File: src/rtl/mem_port_arbiter.sv
// Single-port Memory initiator: arbitrates instruction fetch against data load/store,
// screens data accesses for alignment, range and funct3, and registers both responses.
module mem_port_arbiter #(
    parameter int unsigned STARVE_MAX = 4,
    parameter int unsigned DATA_BYTES = 64
) (
    input  logic        clk,
    input  logic        rst,
    input  logic        if_req,
    input  logic [31:0] if_pc,
    output logic        if_ready,
    output logic        if_stall,
    output logic        if_valid,
    output logic [31:0] if_instr,
    input  logic        dm_req,
    input  logic        dm_we,
    input  logic [2:0]  dm_fun3,
    input  logic [31:0] dm_addr,
    input  logic [31:0] dm_wdata,
    output logic        dm_ready,
    output logic        dm_valid,
    output logic [31:0] dm_rdata,
    output logic        dm_err,
    output logic        MemRead,
    output logic        MemWrite,
    output logic [2:0]  fun3,
    output logic [5:0]  addr,
    output logic [31:0] data_in,
    input  logic [31:0] data_out
);

    typedef enum logic [1:0] {S_IF, S_DM, S_FORCE} state_e;

    state_e      state_q, state_d;
    logic [3:0]  cnt_q, cnt_d;
    logic        if_valid_q, if_valid_d;
    logic [31:0] if_instr_q, if_instr_d;
    logic        dm_valid_q, dm_valid_d;
    logic [31:0] dm_rdata_q, dm_rdata_d;
    logic        dm_err_q, dm_err_d;

    logic [2:0]  accSize;
    logic        fun3Ok;
    logic        alignOk;
    logic        rangeOk;
    logic        legal;
    logic        dmGrant;
    logic        legalGrant;
    logic        fetchGrant;

    // The 33-bit sum keeps addresses near 2^32 from wrapping back into the window.
    always_comb begin
        accSize = 3'd4;
        case (dm_fun3[1:0])
            2'b00:   accSize = 3'd1;
            2'b01:   accSize = 3'd2;
            default: accSize = 3'd4;
        endcase

        fun3Ok = 1'b0;
        if (dm_we) begin
            fun3Ok = dm_fun3 inside {3'b000, 3'b001, 3'b010};
        end else begin
            fun3Ok = dm_fun3 inside {3'b000, 3'b001, 3'b010, 3'b100, 3'b101};
        end

        alignOk = 1'b1;
        if (dm_fun3[1:0] == 2'b01) begin
            alignOk = ~dm_addr[0];
        end else if (dm_fun3[1:0] == 2'b10) begin
            alignOk = (dm_addr[1:0] == 2'b00);
        end

        rangeOk = ({1'b0, dm_addr} + {30'd0, accSize}) <= 33'(DATA_BYTES);
        legal   = fun3Ok & alignOk & rangeOk;
    end

    // A rejected data access still gets dm_ready, and the port is handed to the fetch.
    always_comb begin
        dmGrant    = dm_req & (state_q != S_FORCE);
        legalGrant = dmGrant & legal;
        fetchGrant = if_req & ~legalGrant;
    end

    assign dm_ready = dmGrant;
    assign if_ready = fetchGrant;
    assign if_stall = if_req & ~fetchGrant;
    assign MemRead  = legalGrant & ~dm_we;
    assign MemWrite = legalGrant & dm_we;
    assign fun3     = legalGrant ? dm_fun3 : 3'b000;
    assign addr     = legalGrant ? dm_addr[5:0] : if_pc[7:2];
    assign data_in  = legalGrant ? dm_wdata : 32'd0;

    always_comb begin
        state_d    = S_IF;
        cnt_d      = cnt_q;
        if_valid_d = fetchGrant;
        if_instr_d = if_instr_q;
        dm_valid_d = dmGrant;
        dm_err_d   = dmGrant & ~legal;
        dm_rdata_d = dm_rdata_q;

        if (fetchGrant || !if_req) begin
            cnt_d = 4'd0;
        end else if (dmGrant) begin
            cnt_d = cnt_q + 4'd1;
        end

        if (cnt_d == 4'(STARVE_MAX)) begin
            state_d = S_FORCE;
        end else if (dmGrant) begin
            state_d = S_DM;
        end

        if (fetchGrant) begin
            if_instr_d = data_out;
        end
        if (dmGrant) begin
            dm_rdata_d = (legal && !dm_we) ? data_out : 32'd0;
        end
    end

    always_ff @(posedge clk or negedge rst) begin
        if (!rst) begin
            state_q    <= S_IF;
            cnt_q      <= 4'd0;
            if_valid_q <= 1'b0;
            if_instr_q <= 32'd0;
            dm_valid_q <= 1'b0;
            dm_rdata_q <= 32'd0;
            dm_err_q   <= 1'b0;
        end else begin
            state_q    <= state_d;
            cnt_q      <= cnt_d;
            if_valid_q <= if_valid_d;
            if_instr_q <= if_instr_d;
            dm_valid_q <= dm_valid_d;
            dm_rdata_q <= dm_rdata_d;
            dm_err_q   <= dm_err_d;
        end
    end

    assign if_valid = if_valid_q;
    assign if_instr = if_instr_q;
    assign dm_valid = dm_valid_q;
    assign dm_rdata = dm_rdata_q;
    assign dm_err   = dm_err_q;

endmodule

File: config.mk
export PLATFORM = sky130hd
export DESIGN_NAME = mem_port_arbiter
export DESIGN_NICKNAME = d
export VERILOG_FILES = /design/src/rtl/mem_port_arbiter.sv
export SDC_FILE = /design/constraint.sdc
export NUM_CORES = 1
export LEC_CHECK = 0
export BUFFER_PORTS_ARGS = -buffer_cell sky130_fd_sc_hd__buf_4
export CORE_MARGIN = 1
export CORE_UTILIZATION = 44
export CTS_BUF_LIST = sky130_fd_sc_hd__clkbuf_2
export DETAILED_ROUTE_END_ITERATION = 6
export PLACE_DENSITY = 0.82
export SYNTH_ARGS = -nofsm -noshare
export SYNTH_HDL_FRONTEND = slang
export SYNTH_SLANG_ARGS = --single-unit
File: constraint.sdc
create_clock -name clk -period 5.3 [get_ports clk]
set_clock_uncertainty 0.2 [all_clocks]
set_input_delay 1.06 -clock clk [delete_from_list [all_inputs] [get_ports clk]]
set_output_delay 1.06 -clock clk [all_outputs]
set_load 0.05 [all_outputs]
## Word-level counts from Yosys, hierarchy flattened

Index checks and enable logic that the tools add are counted.

- Output and inout bits: 113
- Register bits after elaboration: 73
- Word-level logic and storage cells: 53

- Order comparisons: 1
- Bitwise logic cells: 14
- Reduce and logical (&&, ||, !) cells: 9
- Add/sub/neg operators: 2
- Mux-type cells: 12
- Equality and inequality tests: 8

Operator list:

| kind | number |
|---|---|
| $mux W32 | 2 |
| $add A32 B3 Y33 | 1 |
| $le A33 B7 Y1 const B | 1 |
| $and A1 B1 Y1 | 9 |
| $mux W4 | 2 |
| $eq A3 B3 Y1 const B | 2 |
| $mux W6 | 1 |
| $pmux W3 S2 | 1 |
| $not A1 Y1 | 5 |
| $reduce_bool A5 Y1 | 1 |
| $add A4 B1 Y4 const B | 1 |
| $eq A4 B3 Y1 const B | 1 |
| $logic_not A2 Y1 | 2 |
| $mux W1 | 4 |
| $eq A3 B1 Y1 const B | 1 |
| $eq A3 B2 Y1 const B | 1 |
| $logic_not A3 Y1 | 1 |
| $mux W3 | 1 |
| $reduce_bool A3 Y1 | 1 |
| $eq A2 B1 Y1 const B | 1 |
| $eq A2 B2 Y1 const B | 1 |
| $logic_not A1 Y1 | 2 |
| $mux W2 | 1 |
| $ne A2 B2 Y1 const B | 1 |
| other kinds (2) | 2 |

## Longest topological paths before layout

- Depth in word-level cells: 12
- Depth in mapped cells: 14
- Mapped depth without buffers: 11

## Worst setup path before layout

OpenSTA, ideal clock, no wires.

- Path kind: input to output
- Start: input port dm_fun3[0]
- End: output port data_in[13]
- Cell stages on the path: 13
- Required time: 4.040 ns
- Arrival: 4.173 ns
- Slack: -0.133 ns
- Cells stage by stage: nor2_1 ha_1 fa_1 a21oi_1 nand2_1 a221oi_1 a211oi_1 a2111oi_2 nand3_1 nor3_1 buf_2 buf_2 and2_1

- Cells in the longest elaborated chain, start to end: 7
- Elaborated cells between the ends (all ways): 20
- Classes of those cells: add/sub: 1; order compare: 1; eq/ne: 6; mux: 5; bitwise: 3; reduce/logical: 4

RTL lines:

| item | line | text |
|---|---|---|
| from (decl) | 17 | `input logic [2:0] dm_fun3,` |
| $eq A2 B1 Y1, or another cell as far along | 54, 68 |  |
| $pmux W3 S2, or another cell as far along | 54 | `case (dm_fun3[1:0])` |
| $add A32 B3 Y33, or another cell as far along | 74 | `rangeOk = ({1'b0, dm_addr} + {30'd0, accSize}) <= 33'(DATA_BYTES);` |
| $le A33 B7 Y1 / $and A1 B1 Y1 (equally long branches) | 74, 75 |  |
| $and A1 B1 Y1 (*) | 75 | `legal = fun3Ok & alignOk & rangeOk;` |
| $and A1 B1 Y1 (*) | 81 | `legalGrant = dmGrant & legal;` |
| $mux W32 (*) | 92 | `assign data_in = legalGrant ? dm_wdata : 32'd0;` |
| to (decl) | 28 | `output logic [31:0] data_in,` |

Mark *: on every way between the ends. The rest lies on a longest branch, timed or not.

## Worst setup path in the final report

- Start: input port dm_fun3[0]
- End: output port data_in[14]

Same word-level chain as after synthesis.

==> results summary <==
The total count of max-transition violations in the final report is 0. Setup violations remaining at the end of the flow were counted as 3. The total I/O pin count came out at 249. The length of routed wiring on met1 came out at 4.94 mm. In this run the worst setup path begins at dm_fun3[0]. The largest fanout on the critical path came out at 7. After synthesis the netlist holds a flip-flop and latch count of 73. At the end of the flow the core is filled with cells to 76.1%. The max-capacitance violation count came out at 0. The data required time at the worst endpoint came out at 4.04 ns. The first-pass GRT wire length came out at 20.8 mm. Among all flip-flop cells after synthesis, the most frequent one is sky130_fd_sc_hd__dfrtp_1. The share of the clock period used by the worst path after layout came out at 100%. The area growth from synthesis to final layout came out at 68.1%. The run finished, with violations left. The worst-margin pin slew came out at 0.900 ns.

The setup slack after placement is -0.161 ns. The worst setup path is captured at a primary output. The power share of the clock group is 24.6%. The clock-pin slew reported for the worst setup and hold paths after clock tree synthesis is 0.19 ns. The number of antenna violations at the first check in global routing came to 0. TritonCTS built the clock tree. By count the netlist is led by 73 x sky130_fd_sc_hd__dfrtp_1, 40 x sky130_fd_sc_hd__and2_1, 32 x sky130_fd_sc_hd__a22o_1.

The cell count of the worst reg-to-reg path came out at 5. Of all cell types, the one taking the most synthesized area is sky130_fd_sc_hd__dfrtp_1. The final-layout worst hold slack came out at 0.317 ns.

The highest metal layer carrying signal wires in the routed design is met4. The die width is 96.8 um. The share of the yosys chip area belonging to registers is 46.2%. The standard-cell row count is 34. The cell-internal power came out at 0.848 mW. The count of nets left with antenna violations once routing finished came out at 0.

The classification of the worst setup path is input port to primary output. For this run, the post-layout net count is 730. Input and output buffers added on the ports amount to 222.

The placeable core region came out at 0.00872 sq mm. The number of enable flip-flop cells after synthesis is 0. The iteration count of the initial detailed-routing pass is 4. The final reports fail on setup timing. In the routed design, unresolved DRC markers number 0.

The number of H-tree levels is 3. The maximum clock rate is 188 MHz. The share of post-route cells with drive strength above 1 is 61.4%.

The analysis attributes to net switching a power of 0.424 mW. The worst path setup slack after routing is -0.0108 ns. The initial cell density of the core came out at 45.3%. In the synthesized netlist, the number of instances is 340. The post-synth net total came out at 481.

Of the post-synthesis cell area, the dominant cell type holds 46.2%. Total power for the finished layout comes to 1.27 mW. The first routing iteration left 125 violations. The kind of path behind the tightest hold check is flop to flop.

The share of synthesized flip-flops with an asynchronous set or reset came out at 100%. The count of distinct cell types in the synthesized netlist came out at 57. The most repeated cell in the gate-level netlist after synthesis is sky130_fd_sc_hd__dfrtp_1. The maximum VDD drop came out at 0.0000879 V. The worst-skew pair later-pin latency is 0.47 ns. The number of global-route vias before repair came out at 4,079. Sequential cells account for 47.1% of the total power. The power density over the cells came out at 192 mW/mm^2. The total negative slack came out at -0.0209 ns. The data arrival time of the critical path is 4.05 ns.

STA classifies the critical path startpoint as an input port. The final number of hold-violating endpoints was 0. The final layout contains routed wiring with a total length of 13.3 mm.

The antenna cell count is 0. The startpoint identified for the worst register-to-register timing path is state_q[0]$_DFF_PN0_. Headroom to the max-slew limit came out at 40.0%. The mapped netlist covers 0.00395 sq mm. The final critical-path required period came out at 5.31 ns. The die covers 0.00936 sq mm. After detailed routing, the met2 layer carries 7.11 mm of wire. Detailed routing placed a total of 909 um of wire on met3.

The switching share of total power is 33.3%. The global-route usage over all layers is 27.8%. Entering global routing, the biggest net connects 74 pins. The placer's final routability congestion estimate came out at 0.896.

The clock buffer count from CTS is 9. Yosys printed 0 warnings. The cell sitting at the root of the clock tree is a sky130_fd_sc_hd__clkbuf_2.

The register-to-register setup slack came out at 2.92 ns. The average via count per standard cell is 5.55. The count of clock tree sinks came out at 73. The total leakage power is 3.29 nW.

The final global-route overflow total is 0. The largest buffer count on any clock path is 2. Setup repair after global routing could not meet its margin everywhere.

The die span in y is 96.8 um. The per-cell routed wire length came out at 19.0 um. For this block, the via count after detailed routing is 3,898.

The placed wire-length estimate is 8.97 mm. The combinational fraction of design power came out at 28.3%. Yosys attributes the largest share of cell area to sky130_fd_sc_hd__dfrtp_1 46%, sky130_fd_sc_hd__mux2_4 11%, sky130_fd_sc_hd__a22o_1 7.1%. The synthesized area per cell came out at 11.6 sq um.

The worst register-to-register path ends at if_instr[1]$_DFFE_PN0P_. Following the worst setup path forward leads to its endpoint at data_in[14].
## worst max-delay path, stage by stage
cell and delay, ns:
sky130_fd_sc_hd__buf_8 0.10, sky130_fd_sc_hd__nor2_4 0.11, sky130_fd_sc_hd__ha_4 0.14, sky130_fd_sc_hd__fa_2 0.43, sky130_fd_sc_hd__or3_4 0.43, sky130_fd_sc_hd__nor4b_4 0.31
sky130_fd_sc_hd__a211oi_2 0.10, sky130_fd_sc_hd__a2111oi_4 0.33, sky130_fd_sc_hd__nand3_2 0.15, sky130_fd_sc_hd__nor3_4 0.17, sky130_fd_sc_hd__buf_6 0.18, sky130_fd_sc_hd__buf_12 0.13
sky130_fd_sc_hd__buf_16 0.10, sky130_fd_sc_hd__and2_4 0.15, sky130_fd_sc_hd__buf_8 0.14
## worst min-delay path by stage
stage | cells past startpoint | to | from | slack (ns)
5_1_grt | 1 | if_instr[31]$_DFFE_PN0P_ | if_instr[31]$_DFFE_PN0P_ | 0.34
4_1_cts | 1 | if_instr[31]$_DFFE_PN0P_ | if_instr[31]$_DFFE_PN0P_ | 0.32
6_report | 1 | if_instr[31]$_DFFE_PN0P_ | if_instr[31]$_DFFE_PN0P_ | 0.32
2_1_floorplan | 2 | state_q[1]$_DFF_PN0_ | cnt_q[0]$_DFF_PN0_ | 0.34
3_3_place_gp | 1 | if_instr[31]$_DFFE_PN0P_ | if_instr[31]$_DFFE_PN0P_ | 0.27
3_5_place_dp | 1 | if_instr[31]$_DFFE_PN0P_ | if_instr[31]$_DFFE_PN0P_ | 0.28
## layout by cell type, fill, tap and decap left out, drive strengths merged, types with 7 or more instances in the layout
cell type	instances
buf	254
dfrtp	73
and2	40
mux2	40
a22o	32
nand2	14
nor2	14
clkbuf	10
nand4	10
nor3	8
nand3	8
o21ai	7
inv	7
## stage by stage
step / area [sq um] / instances
2_1_floorplan: 3970 / 340
4_1_cts: 6600 / 703
3_3_place_gp: 5880 / 675
3_5_place_dp: 5880 / 675
6_report: 6640 / 702
5_1_grt: 6640 / 702
## sequential cells by signal, summed over array words and instances (netlist names)
register and count:
cnt_q 4, dm_err 1, dm_rdata 32, dm_valid 1, if_instr 32, if_valid 1
state_q 2
## power groups by stage
| stage | Clock [mW] | Combinational (mW) | Sequential (mW) |
|---|---|---|---|
| floorplan | 0 | 0.0935 | 0.698 |
| global placement | 0 | 0.336 | 0.607 |
| detailed placement | 0 | 0.342 | 0.608 |
| CTS | 0.324 | 0.354 | 0.599 |
| global route | 0.347 | 0.377 | 0.602 |
| finish | 0.313 | 0.360 | 0.599 |
## area by class of cell
cell class / instances / area (sq um)
timing repair buffer: 254 / 2320
multi-input combinational: 245 / 2220
fill: 577 / 2080
sequential: 73 / 1830
tap: 108 / 135
clock inverter: 6 / 67.6
clock buffer: 10 / 50.0
inverter: 6 / 22.5
## kinds of logic (layout without fill, tap and decap cells)
family                     Yosys count  count (layout)  synth area share, %
and+or+nand+nor                    122             122                 18.6
adders and majority gates            5               5                 1.77
muxes                               42              42                 14.7
buffers and inverters               22             276                 3.04
AOI/OAI and AO/OA                   65              65                 13.2
DFF                                 73              73                 46.2
xor gates and xnor gates            11              11                 2.44
## what timing repair did
action,in CTS,in global routing
endpoints found under the setup margin,35,43
resized for setup,111,34
pin swaps,15,18
cloned,4,1
hold buffers,0,0
buffers inserted,8,3
## layer usage
metal	vias up	track usage, %
met1	1910	30.2
met3	24	7.23
met5	-	0
li1	1760	-
met2	204	50.8
met4	0	11.7
Power figures use the tool's default switching activity.
